`src/rtl/music_wave_pkg.sv`:
```
// Shared types and helpers for the multi-waveform tone generator voices.
package music_wave_pkg;

   typedef enum logic [1:0] {
      TRI    = 2'd0,
      SQUARE = 2'd1,
      SAW    = 2'd2,
      SINE   = 2'd3
   } wave_t;

   typedef enum logic [1:0] {
      IDLE  = 2'd0,
      RUN   = 2'd1,
      DRAIN = 2'd2
   } state_t;

   localparam int DEFAULT_SAMPLE_RATE = 32000;
   localparam int DEFAULT_MAX_FREQ    = 8000;

   // Rounded raw*amp/full_scale; callers pass a constant full_scale so the divide folds away.
   function automatic logic [31:0] scale(input logic [31:0] raw,
                                         input logic [31:0] amp,
                                         input logic [31:0] full_scale);
      logic [31:0] prod;
      prod = raw * amp + (full_scale >> 1);
      return prod / full_scale;
   endfunction

endpackage

```
`src/rtl/wave_sine_rom.sv`:
```
// Combinational sine lookup built from a quarter-wave table.
// The table is script-generated for SAMPLE_W=8, TABLE_AW=7: round(127.5*(1+sin(2*pi*i/128))).
module wave_sine_rom #(
   parameter int SAMPLE_W = 8,
   parameter int TABLE_AW = 7
) (
   input  logic [TABLE_AW-1:0] index,
   output logic [SAMPLE_W-1:0] value
);

   localparam int Q = 1 << (TABLE_AW - 2);

   localparam logic [7:0] QUARTER [0:32] = '{
      8'd128, 8'd134, 8'd140, 8'd146, 8'd152, 8'd158, 8'd165, 8'd170,
      8'd176, 8'd182, 8'd188, 8'd193, 8'd198, 8'd203, 8'd208, 8'd213,
      8'd218, 8'd222, 8'd226, 8'd230, 8'd234, 8'd237, 8'd240, 8'd243,
      8'd245, 8'd248, 8'd250, 8'd251, 8'd253, 8'd254, 8'd254, 8'd255,
      8'd255
   };

   logic [TABLE_AW-2:0] half_pos;
   logic [TABLE_AW-2:0] k;

   // Second quarter mirrors the first; the negative half is the complement,
   // except its midpoint, which the generator rounded up to the same value as entry 0.
   always_comb begin
      half_pos = index[TABLE_AW-2:0];
      k        = (32'(half_pos) > Q) ? -half_pos : half_pos;
      if (!index[TABLE_AW-1]) begin
         value = SAMPLE_W'(QUARTER[k]);
      end else if (half_pos == '0) begin
         value = SAMPLE_W'(QUARTER[0]);
      end else begin
         value = SAMPLE_W'(8'd255 - QUARTER[k]);
      end
   end

endmodule

```
`src/rtl/signal_generator_multiwave.sv`:
```
// Per-voice tone generator: phase accumulator, shape select, smoothed amplitude,
// and click-free start/stop/shape change feeding the mixer.
module signal_generator_multiwave
   import music_wave_pkg::*;
#(
   parameter int SAMPLE_W    = 8,
   parameter int TABLE_AW    = 7,
   parameter int FREQ_W      = 14,
   parameter int SAMPLE_RATE = DEFAULT_SAMPLE_RATE,
   parameter int MAX_FREQ    = DEFAULT_MAX_FREQ,
   parameter int RAMP_DIV    = 100
) (
   input  logic                CLK_32KHz,
   input  logic                reset_n,
   input  logic                enable,
   input  logic [FREQ_W-1:0]   inputFrequency,
   input  logic [1:0]          waveSelect,
   input  logic [SAMPLE_W-1:0] inputAmplitude,
   input  logic [TABLE_AW-1:0] phaseOffset,
   output logic [SAMPLE_W-1:0] outputSample,
   output logic                indexZero,
   output logic                busy,
   output logic [1:0]          activeMode
);

   localparam int D     = 1 << TABLE_AW;
   localparam int M     = (1 << SAMPLE_W) - 1;
   localparam int CNT_W = $clog2(SAMPLE_RATE + (1 << FREQ_W));
   localparam int DIV_W = $clog2(RAMP_DIV + 2);

   localparam logic [CNT_W-1:0]          RATE      = CNT_W'(SAMPLE_RATE);
   localparam logic [CNT_W+TABLE_AW-1:0] RATE_WIDE = (CNT_W + TABLE_AW)'(SAMPLE_RATE);

   localparam logic [1:0] ST_IDLE  = IDLE;
   localparam logic [1:0] ST_RUN   = RUN;
   localparam logic [1:0] ST_DRAIN = DRAIN;

   logic [1:0]          state;
   logic [1:0]          state_next;
   logic [CNT_W-1:0]    counter;
   logic [CNT_W-1:0]    freq_clamped;
   logic [CNT_W-1:0]    acc_sum;
   logic [CNT_W-1:0]    phase_load;
   logic                wrap;
   logic [TABLE_AW-1:0] idx;
   logic [31:0]         tri_value;
   logic [SAMPLE_W-1:0] raw;
   logic [SAMPLE_W-1:0] sine_value;
   logic [SAMPLE_W-1:0] scaled_sample;
   logic [SAMPLE_W-1:0] smooth_amp;
   logic [SAMPLE_W-1:0] amp_target;
   logic [DIV_W-1:0]    ramp_div;

   assign freq_clamped = (32'(inputFrequency) > 32'(MAX_FREQ)) ? CNT_W'(MAX_FREQ)
                                                               : CNT_W'(inputFrequency);
   assign acc_sum      = counter + freq_clamped;
   assign wrap         = (state != ST_IDLE) && (acc_sum >= RATE);
   assign idx          = TABLE_AW'({counter, {TABLE_AW{1'b0}}} / RATE_WIDE);
   assign phase_load   = CNT_W'((32'(phaseOffset) * 32'(SAMPLE_RATE)) / 32'(D));

   assign tri_value = (32'(idx) <= 32'(D / 2))
                      ? ((32'(idx) << (SAMPLE_W + 1)) / 32'(D))
                      : (((32'(D) - 32'(idx)) << (SAMPLE_W + 1)) / 32'(D));

   wave_sine_rom #(
      .SAMPLE_W (SAMPLE_W),
      .TABLE_AW (TABLE_AW)
   ) u_sine_rom (
      .index (idx),
      .value (sine_value)
   );

   always_comb begin
      raw = '0;
      case (activeMode)
         TRI:     raw = (tri_value > 32'(M)) ? SAMPLE_W'(M) : SAMPLE_W'(tri_value);
         SQUARE:  raw = (32'(idx) < 32'(D / 2)) ? SAMPLE_W'(M) : '0;
         SAW:     raw = SAMPLE_W'((32'(idx) << SAMPLE_W) / 32'(D));
         default: raw = sine_value;
      endcase
   end

   assign scaled_sample = SAMPLE_W'(scale(32'(raw), 32'(smooth_amp), 32'(M)));
   assign amp_target    = (state == ST_RUN) ? inputAmplitude : '0;
   assign busy          = (state != ST_IDLE);

   // A renewed play request during DRAIN resumes without reloading the phase.
   always_comb begin
      state_next = ST_IDLE;
      case (state)
         ST_IDLE:  state_next = enable ? ST_RUN : ST_IDLE;
         ST_RUN:   state_next = enable ? ST_RUN : ST_DRAIN;
         ST_DRAIN: begin
            if (enable) begin
               state_next = ST_RUN;
            end else if (smooth_amp == '0) begin
               state_next = ST_IDLE;
            end else begin
               state_next = ST_DRAIN;
            end
         end
         default:  state_next = ST_IDLE;
      endcase
   end

   // Amplitude glides one LSB per divider period toward the target, so
   // start, stop and amplitude changes never step the output.
   always_ff @(posedge CLK_32KHz or negedge reset_n) begin
      if (!reset_n) begin
         ramp_div   <= '0;
         smooth_amp <= '0;
      end else if (ramp_div == DIV_W'(RAMP_DIV)) begin
         ramp_div <= '0;
         if (smooth_amp < amp_target) begin
            smooth_amp <= smooth_amp + 1'b1;
         end else if (smooth_amp > amp_target) begin
            smooth_amp <= smooth_amp - 1'b1;
         end
      end else begin
         ramp_div <= ramp_div + 1'b1;
      end
   end

   // Shape changes land only on a wrap so each new shape starts at index 0.
   always_ff @(posedge CLK_32KHz or negedge reset_n) begin
      if (!reset_n) begin
         state        <= ST_IDLE;
         counter      <= '0;
         outputSample <= '0;
         indexZero    <= 1'b0;
         activeMode   <= '0;
      end else begin
         state <= state_next;
         if (state == ST_IDLE) begin
            counter      <= enable ? phase_load : '0;
            outputSample <= '0;
            indexZero    <= 1'b0;
            activeMode   <= waveSelect;
         end else begin
            counter      <= wrap ? (acc_sum - RATE) : acc_sum;
            outputSample <= scaled_sample;
            indexZero    <= wrap;
            if (wrap) begin
               activeMode <= waveSelect;
            end
         end
      end
   end

endmodule

```
`config.mk`:
```
export PLATFORM = sky130hd
export DESIGN_NAME = signal_generator_multiwave
export DESIGN_NICKNAME = d
export VERILOG_FILES = /design/src/rtl/music_wave_pkg.sv /design/src/rtl/wave_sine_rom.sv /design/src/rtl/signal_generator_multiwave.sv
export SDC_FILE = /design/constraint.sdc
export NUM_CORES = 1
export LEC_CHECK = 0
export CAP_MARGIN = 15
export CORE_UTILIZATION = 61
export DETAILED_ROUTE_END_ITERATION = 6
export GPL_ROUTABILITY_DRIVEN = 0
export PLACE_DENSITY = 0.8
export SYNTH_ARGS = -nofsm -noshare
export SYNTH_HDL_FRONTEND = slang
export SYNTH_SLANG_ARGS = --single-unit
```
`constraint.sdc`:
```
create_clock -name CLK_32KHz -period 48.3 [get_ports CLK_32KHz]
set_input_delay 14.49 -clock CLK_32KHz [delete_from_list [all_inputs] [get_ports CLK_32KHz]]
set_output_delay 14.49 -clock CLK_32KHz [all_outputs]
set_load 0.01 [all_outputs]
```
# --- Word-level counts from Yosys, hierarchy flattened ---
# Memories as Yosys holds them, arrays and structs flattened.
# Index checks and enable logic that the tools add are counted.
op_classes:
  addsub: 9
  mul: 2
  order_cmp: 9
  mux: 26
  n_div: 2
  bitwise: 1
  n_reduce_logical: 9
  n_eq_ne: 5
ops:
  columns: ["operator", "n"]
  rows:
  - ["8-bit 2-to-1 mux", 10]
  - ["32-bit by 8-bit divider with 32-bit output (second input constant)", 1]
  - ["16-bit 2-to-1 mux", 2]
  - ["25-bit by 8-bit greater-than comparator with 1-bit output (second input constant)", 1]
  - ["25-bit 2-to-1 mux", 1]
  - ["8-bit one-hot mux with 3 select lines", 1]
  - ["23-bit by 15-bit divider with 23-bit output (second input constant)", 1]
  - ["16-bit by 7-bit adder with 17-bit output (second input constant)", 1]
  - ["16-bit by 14-bit adder with 16-bit output", 1]
  - ["16-bit by 15-bit >= comparator with 1-bit output (second input constant)", 1]
  - ["8-bit by 8-bit multiplier with 16-bit output", 1]
  - ["16-bit by 15-bit subtractor with 16-bit output (second input constant)", 1]
  - ["15-bit 2-to-1 mux", 1]
  - ["14-bit by 13-bit greater-than comparator with 1-bit output (second input constant)", 1]
  - ["7-bit by 7-bit multiplier with 14-bit output (second input constant)", 1]
  - ["14-bit 2-to-1 mux", 1]
  - ["2-bit 2-to-1 mux", 5]
  - ["8-bit by 7-bit subtractor with 9-bit output (first input constant)", 1]
  - ["8-bit by 1-bit adder with 8-bit output (second input constant)", 1]
  - ["8-bit greater-than comparator", 1]
  - ["8-bit zero test", 1]
  - ["8-bit < comparator", 1]
  - ["8-bit by 1-bit subtractor with 8-bit output (second input constant)", 1]
  - ["8-bit subtractor (first input constant)", 1]
  - ["other kinds (19)", 25]
totals:
  n_memories: 1
  word_cells: 71
  in_bits: 34
  out_inout_bits: 12
  register_bits: 44
  mem_bits_ro: 512
memory_table:
  columns: ["memory", "depth", "width", "read_ports", "rd_ports_with_merged_regs", "wr", "line_no", "rtl"]
  rows:
  - ["(no name shown)", 64, 8, 1, 0, 0, "wave_sine_rom.sv:34", "value = SAMPLE_W'(8'd255 - QUARTER[k]);"]

# --- Depth between registers and ports, before layout ---
# Gate-level depths: netlist of the first run.
logic_depth:
  ltp_word: 15
  mapped_depth: 75
  depth_no_buf: 66

# --- Modules after synthesis ---
# From an unflattened synthesis of the first run, not the netlist that was laid out.
unflattened:
  cells_unflattened: 1540
  hier_area_um2: 12001.5
by_module_without_submodules:
  columns: ["mod", "area_each_um2", "seq_area_each_um2", "cells_per_inst", "instances"]
  rows:
  - ["signal_generator_multiwave", 10979.3, 1101.1, 1397, 1]
  - ["wave_sine_rom", 1022.2, 0.0, 143, 1]

# --- Worst setup path before layout of the first run ---
# Ideal clock, no wire load.
synth_path:
  kind: "input port to flip-flop"
  from: "input inputFrequency[3]"
  to: "register counter[13]"
  required_ps: 48162
  arrival_ps: 18780
  slack_ps: 29382
  n_path_buf: 0
  setup_time_ps: 138
  cell_stages: 26
  cell_sequence: "nor4b_1 -> nand2_1 -> a41o_1 -> nand2b_1 -> inv_1 -> ha_1 -> a21o_1 -> a21oi_1 -> o21bai_1 -> a21oi_1 -> o21bai_1 -> a21oi_1 -> o21bai_1 -> a21oi_1 -> o21bai_1 -> a21oi_1 -> o21bai_1 -> a21oi_1 -> xnor2_1 -> and3_1 -> a41oi_1 -> or2_2 -> nor2_1 -> and3_1 -> xnor2_1 -> o22ai_1"
synth_via:
  elab_chain_cells: 7
  word_cells_on_any_way: 8
  cone_classes: "add/sub: 2; order compare: 2; mux: 3; reduce/logical: 1"
synth_rtl:
  columns: ["item", "line_no", "rtl"]
  rows:
  - ["from (decl)", "signal_generator_multiwave.sv:16", "input logic [FREQ_W-1:0] inputFrequency,"]
  - ["14-bit by 13-bit greater-than comparator with 1-bit output", "signal_generator_multiwave.sv:54", "assign freq_clamped = (32'(inputFrequency) > 32'(MAX_FREQ)) ? CNT_W'(MAX_FREQ)"]
  - ["14-bit 2-to-1 mux (*)", "signal_generator_multiwave.sv:54", null]
  - ["16-bit by 14-bit adder with 16-bit output (*)", "signal_generator_multiwave.sv:56", "assign acc_sum = counter + freq_clamped;"]
  - ["16-bit by 15-bit >= comparator with 1-bit output", "signal_generator_multiwave.sv:57", "assign wrap = (state != ST_IDLE) && (acc_sum >= RATE);"]
  - ["1-bit logical AND", "signal_generator_multiwave.sv:57", null]
  - ["16-bit 2-to-1 mux (*)", "signal_generator_multiwave.sv:140", "counter <= wrap ? (acc_sum - RATE) : acc_sum;"]
  - ["16-bit 2-to-1 mux (*)", "signal_generator_multiwave.sv:134", "if (state == ST_IDLE) begin"]
  - ["to (signal assigned)", "signal_generator_multiwave.sv:135", "counter <= enable ? phase_load : '0;"]
  - ["to (signal assigned)", "signal_generator_multiwave.sv:140", null]
  - ["to (decl)", "signal_generator_multiwave.sv:40", "logic [CNT_W-1:0] counter;"]
# Mark *: on every way between the ends. The rest lies on a longest branch, timed or not.
# A chain may end at the register's enable or synchronous reset.

# --- Final worst setup path of the first run ---
layout_path:
  from: "register counter[8]"
  to: "register outputSample[0]"
layout_via:
  elab_chain_cells: 15
  word_cells_on_any_way: 24
  cone_classes: "add/sub: 4; mul: 1; div: 2; order compare: 4; mux: 10; bitwise: 1; reduce/logical: 1; memory: 1"
layout_rtl:
  columns: ["item", "line_no", "rtl"]
  rows:
  - ["23-bit by 15-bit divider with 23-bit output (*)", "signal_generator_multiwave.sv:58", "assign idx = TABLE_AW'({counter, {TABLE_AW{1'b0}}} / RATE_WIDE);"]
  - ["6-bit negator / 6-bit greater-than comparator (equally long branches)", "wave_sine_rom.sv:28", "k = (32'(half_pos) > Q) ? -half_pos : half_pos;"]
  - ["6-bit 2-to-1 mux", "wave_sine_rom.sv:28", null]
  - ["6-bit inverter with 7-bit output (not written as such)", "wave_sine_rom.sv:30, wave_sine_rom.sv:34", null]
  - ["memory read 64 x 8 bit", null, null]
  - ["8-bit 2-to-1 mux (not written as such) (2 in a row)", "wave_sine_rom.sv:34", null]
  - ["8-bit subtractor", "wave_sine_rom.sv:34", null]
  - ["8-bit 2-to-1 mux", "wave_sine_rom.sv:31", "end else if (half_pos == '0) begin"]
  - ["8-bit 2-to-1 mux", "wave_sine_rom.sv:29", "if (!index[TABLE_AW-1]) begin"]
  - ["8-bit one-hot mux with 3 select lines (*)", "signal_generator_multiwave.sv:75", "case (activeMode)"]
  - ["8-bit by 8-bit multiplier with 16-bit output (*)", "music_wave_pkg.sv:25", "prod = raw * amp + (full_scale >> 1);"]
  - ["16-bit by 7-bit adder with 17-bit output (*)", "music_wave_pkg.sv:25", null]
  - ["32-bit by 8-bit divider with 32-bit output (*)", "music_wave_pkg.sv:26", "return prod / full_scale;"]
  - ["8-bit 2-to-1 mux (*)", "signal_generator_multiwave.sv:134", null]
  - ["to (signal assigned)", "signal_generator_multiwave.sv:141", "outputSample <= scaled_sample;"]
  - ["to (decl)", "signal_generator_multiwave.sv:20", "output logic [SAMPLE_W-1:0] outputSample,"]
# Mark *: on every way between the ends. The rest lies on a longest branch, timed or not. The select of a mux whose other input is x is not followed.

==> impl_metrics.tcl, run 1 <==
set metrics [dict create \
    ys_types 120 \
    drt_pass1_iterations 7 \
    cts-root-buf "clkbuf_16" \
    hold_slack_ps 493 \
    highest_layer "met4" \
    endpoint_kind "flip-flop" \
    grt_pass1_vias 10794 \
    grt_overflow 0 \
    io_pins 46 \
    ctsHoldBuffers 0 \
    max_freq_mhz 49.0 \
    crit_path_frequent_cell "inv_1" \
    syn_inst 1504 \
    wl_um 30100 \
    required_ps 48500 \
    critPathMaxStageDelay_ps 810 \
    wl_met3_um 2180 \
    crit_arrival_ps 20600 \
    post-cts-setup-buffer-count 0 \
    timing.reg2reg.setup_slack_ps 27900 \
    core_um2 19000 \
    clock_latency_ps 290 \
    drive_above_1_share_pct 8.46 \
    fin_ws_ps 27900 \
    final_util_pct 66.4 \
    synth_top_cell_area_share_pct 12.4 \
    cts_tree "yes" \
    yosysWarnings 0 \
    avgViaCountPerCell 6.55 \
    path_class "reg -> reg" \
    area_growth_pct 5.40 \
    antenna_found_initial 0 \
    synth_top_flop_cell "dfrtp_1" \
    wl_met1_um 13500 \
    syn-cell-area_um2 11900 \
    slowest_stage "dfrtp_1" \
    die_h_um 142 \
    status "complete, no violations" \
    wl_per_cell_um 17.1 \
    die_w_um 142 \
    tightest_slew_ps 1040 \
    syn_nets 1718 \
    yosysTopAreaCell "ha_1" \
    rsz0062_at_grt "false" \
    regToRegStartpoint "counter[8]" \
    grt_util_all_layers_pct 30.5 \
    start_kind "flip-flop" \
    drc 0 \
    min-delay-start "ramp_div[0]" \
    vias 11527 \
    fin_crit_sh_pct 42.2 \
    min-delay-path-class "reg -> reg" \
    setup_viol 0 \
    max_slew_margin_pct 30.5 \
    async_flop_share_pct 100 \
    dp_hpwl_um 23700 \
    cp_max_fo 19 \
    cts_max_path_buffers 2 \
    antenna_cells 0 \
    cts.repair.resized 0 \
    grt_first_pass_wirelength_um 51000 \
    tns_ps 0 \
    die_area_um2 20100 \
    htreeDepth 2 \
    num_rows 50 \
    grt_max_degree 45 \
    syn_avg_cell_area_um2 7.94 \
    fin_skew_ps 5.09 \
    pre_cts_slack_ps 28140 \
    drt-initial-drc-count 790 \
    synth_common_cells "ha_1, nor2_1, inv_1" \
    dr_wl_met2_um 13900 \
    ys_seq_area_share_pct 9.22 \
    cap_violations 0 \
    postRouteAntennaNets 0 \
    hold_violations 0 \
    cts_buffers 5 \
    cts.clk_slew.worst_paths_ps 70 \
    ys_top_cells_by_area "ha_1, fa_1, dfrtp_1" \
    start_util_pct 63.0 \
    fin_crit_ps 20400 \
    cts.sinks 44 \
    synth_most_common_cell "ha_1" \
    port_buffers 45 \
    synth_edf_count 0 \
    final_max_slew_viol_count 0 \
    crit_start "counter[8]" \
    ys_ff_latch 44 \
    fin_nets 1714 \
    fillers 1606 \
]
## critical path, delay by kind of cell (launching register included)
| kind | cells | cell delay, ps |
|---|---|---|
| AOI/OAI and AO/OA | 31 | 9770 |
| xor gates and xnor gates | 1 | 740 |
| adders and majority gates | 8 | 3450 |
| buffers and inverters | 7 | 1290 |
| DFF | 1 | 810 |
| muxes | 4 | 850 |
| and+or+nand+nor | 13 | 3320 |
## per-stage QoR
stage | instances | cell area (um^2)
2_1_floorplan | 1504 | 11900
3_3_place_gp | 1753 | 12400
3_5_place_dp | 1753 | 12400
4_1_cts | 1761 | 12600
5_1_grt | 1761 | 12600
6_report | 1761 | 12600
## final timing paths
| check | end | cells past startpoint |
|---|---|---|
| max | outputSample[0] | 64 |
| min | ramp_div[0] | 1 |
| max reg2reg | outputSample[0] | 64 |
| min reg2reg | ramp_div[0] | 1 |
| max in group asynchronous | outputSample[7] | 1 |
| min in group asynchronous | counter[9] | 1 |
## layout by cell type, fill, tap and decap left out, types with 28 or more instances in the layout
cell               n
ha_1             118
fa_1              62
dfrtp_1           44
xnor2_1           55
o21ai_0           63
inv_1            111
nand3_1           43
clkdlybuf4s50_1   44
nor2_1           112
a21o_1            28
nor2b_1           30
nor3_1            45
a21oi_1           89
nand2_1          104
and2_1            42
## flip-flops by register name (all words and copies together), names as in the netlist
signal,flops
counter,16
ramp_div,7
indexZero,1
smooth_amp,8
outputSample,8
activeMode,2
state,2
## cells by family after synthesis
logic type	after synthesis	share of synthesized area [%]
buffers and inverters	178	6.33
and+or+nand+nor	517	22.9
DFF	44	9.22
adders and majority gates	183	23.0
xor gates and xnor gates	81	6.13
other	1	0.0314
AOI/OAI and AO/OA	470	29.7
muxes	30	2.67
## per-layer routing
metal | up-vias | GRT usage (%)
met5 | - | 0
met4 | 0 | 5.43
met3 | 66 | 3.44
met2 | 487 | 51.3
met1 | 5426 | 42.4
li1 | 5548 | -
## cell type report
cell class                 instances  area (um^2)  area share (%)
multi-input combinational       1282        10100            80.1
tap                              260          325            2.59
sequential                        44         1100            8.75
inverter                         116          435            3.46
timing repair buffer              51          490            3.90
clock inverter                     3         23.8           0.189
clock buffer                       5          125           0.994
Power of run 1 is left out: the tool's default activity adds up to more than one toggle a clock period on the data nets, which glitch-free logic cannot reach.
==> run 2, diff against run 1 <==
--- a/config.mk
+++ b/config.mk
@@ -6,10 +6,10 @@
 export NUM_CORES = 1
 export LEC_CHECK = 0
 export CAP_MARGIN = 15
-export CORE_UTILIZATION = 61
+export CORE_UTILIZATION = 58
 export DETAILED_ROUTE_END_ITERATION = 6
 export GPL_ROUTABILITY_DRIVEN = 0
-export PLACE_DENSITY = 0.8
+export PLACE_DENSITY = 0.79
 export SYNTH_ARGS = -nofsm -noshare
 export SYNTH_HDL_FRONTEND = slang
 export SYNTH_SLANG_ARGS = --single-unit
==> constraint.sdc (replaced) <==
create_clock -name CLK_32KHz -period 16.7 [get_ports CLK_32KHz]
set_input_delay 5.01 -clock CLK_32KHz [delete_from_list [all_inputs] [get_ports CLK_32KHz]]
set_output_delay 5.01 -clock CLK_32KHz [all_outputs]
set_load 0.01 [all_outputs]
==> run 2 against run 1 <==
Net effect: critical path type unchanged; clock skew up 0.84 ps; fmax is 20% higher; the flow now finishes with violations (design-rule violations, negative setup slack); register-to-register slack got worse by 28000 ps; sequential share of layout area is 1.4 points lower; via count is 14% higher; critical path depth rose by 9; core utilization rose by 8.3 points; hold slack improved by 24 ps; final area grew 20%; setup slack got worse by 28000 ps.
==> impl_metrics.tcl, run 2 (synthesis gave the netlist of run 1 again) <==
set metrics [dict create \
    grt_util_all_layers_pct 29.4 \
    grt_pass1_vias 11145 \
    cp_max_fo 8 \
    grt_max_degree 45 \
    postRouteAntennaNets 0 \
    crit_arrival_ps 17090 \
    num_rows 52 \
    required_ps 16860 \
    cts_buffers 5 \
    antenna_found_initial 0 \
    drt-initial-drc-count 1380 \
    final_common_cell "buf_4" \
    cts.clk_slew.worst_paths_ps 70 \
    hold_slack_ps 517 \
    grt_overflow 0 \
    port_buffers 45 \
    status "finished, violations left" \
    rsz0062_at_grt "true" \
    crit_path_frequent_cell "buf_4" \
    cap_violations 0 \
    fin_skew_ps 5.93 \
    max_slew_margin_pct 36.2 \
    drive_above_1_share_pct 27.0 \
    clock_latency_ps 300 \
    top_regs "counter x16, outputSample x8, smooth_amp x8" \
    die_h_um 145 \
    die_area_um2 21200 \
    fin_nets 1871 \
    fin_ws_ps -232 \
    start_util_pct 59.0 \
    wl_per_cell_um 20.2 \
    cts_max_path_buffers 2 \
    timing.reg2reg.setup_slack_ps -230 \
    layout_common_cells "buf_4, ha_1, nor2_1" \
    crit_start "counter[8]" \
    tightest_slew_ps 949 \
    ff2ff_path_depth 73 \
    dp_hpwl_um 24800 \
    min-delay-path-class "reg -> reg" \
    setup.worst_path.end "outputSample[0]" \
    critPathMaxStageDelay_ps 630 \
    max_freq_mhz 59.1 \
    slowest_stage "or4_4" \
    top_register "counter" \
    area_growth_pct 26.5 \
    grt_first_pass_wirelength_um 53000 \
    setup_viol 2 \
    die_w_um 145 \
    htreeDepth 2 \
    violations "design-rule violations, negative setup slack" \
    io_pins 46 \
    antenna_cells 0 \
    fin_crit_sh_pct 101 \
    cts-root-buf "clkbuf_16" \
    path_class "reg -> reg" \
    endpoint_kind "flip-flop" \
    avgViaCountPerCell 6.81 \
    drc 1 \
    cts.sinks 44 \
    vias 13118 \
    cts_tree "yes" \
    fin_crit_ps 16930 \
    core_um2 20200 \
    hold_violations 0 \
    r2r-end "outputSample[0]" \
    largest_register_ffs 16 \
    final_max_slew_viol_count 0 \
    start_kind "flip-flop" \
    regToRegStartpoint "counter[8]" \
    drt_pass1_iterations 7 \
    wl_um 39000 \
    ctsHoldBuffers 0 \
]
-- run 2: per-stage QoR --
stage / util (%) / TNS (ps) / area (um^2) / setup WS [ps] / std cells
3_5_place_dp: 63.7 / -708 / 12900 / -480 / 1821
5_1_grt: 74.7 / -1500 / 15100 / -881 / 1927
3_3_place_gp: 63.7 / -139 / 12900 / -139 / 1821
2_1_floorplan: - / 0 / 11900 / 260 / 1504
4_1_cts: 65.8 / 0 / 13300 / 2.84 / 1842
6_report: 74.7 / -235 / 15100 / -232 / 1927
-- run 2: worst min-delay path by stage --
| stage | from | end | slack [ps] | cells past startpoint |
|---|---|---|---|---|
| after CTS | ramp_div[0] | ramp_div[0] | 510 | 1 |
| after global placement | ramp_div[0] | ramp_div[0] | 470 | 1 |
| after detailed placement | ramp_div[0] | ramp_div[0] | 500 | 1 |
| after global routing | ramp_div[0] | ramp_div[0] | 540 | 1 |
| final | ramp_div[0] | ramp_div[0] | 520 | 1 |
| after floorplan | ramp_div[0] | ramp_div[0] | 450 | 1 |
-- run 2: timing repair --
action / in CTS / in global routing
cloned: 0 / 2
setup endpoints to repair: 2 / 3
pin swaps: 12 / 106
buffers inserted: 14 / 84
gates resized for setup: 34 / 229
-- run 2: critical path: cells and delay by family, from the launching register on --
kind                     cells  cell delay, ps
adder cells (fa/ha/maj)      7            2570
AND/OR/NAND/NOR             13            3400
AO/OA/AOI/OAI               31            7220
XOR/XNOR                     2             330
multiplexers                 3             560
flip-flops                   1             460
buffers and inverters       17            2180
-- run 2: area by class of cell --
| type | count | area, um^2 |
|---|---|---|
| multi-input cells | 1283 | 11400 |
| fillers | 1316 | 5130 |
| repair buffers | 207 | 1720 |
| flip-flops and latches | 44 | 1110 |
| inverters | 116 | 442 |
| well taps | 270 | 338 |
| clock buffers | 5 | 125 |
| clock inverters | 2 | 12.5 |
-- run 2: metal layers --
| metal | wire [um] | global-route usage, % |
|---|---|---|
| met3 | 3020 | 2.48 |
| met2 | 18900 | 51.5 |
| met1 | 15300 | 39.6 |
| met4 | 1700 | 5.95 |
| met5 | 0 | 0 |
Power of run 2 is left out for the same reason.
==> run 3, diff against run 2 <==
==> constraint.sdc (replaced) <==
create_clock -name CLK_32KHz -period 16.7 [get_ports CLK_32KHz]
set_input_delay 2.505 -clock CLK_32KHz [delete_from_list [all_inputs] [get_ports CLK_32KHz]]
set_output_delay 2.505 -clock CLK_32KHz [all_outputs]
set_load 0.01 [all_outputs]
==> results of run 3 <==
The final DEF is identical to that of run 2. Status: finished, violations left: design-rule violations, negative setup slack.
Power of run 3 is left out for the same reason.
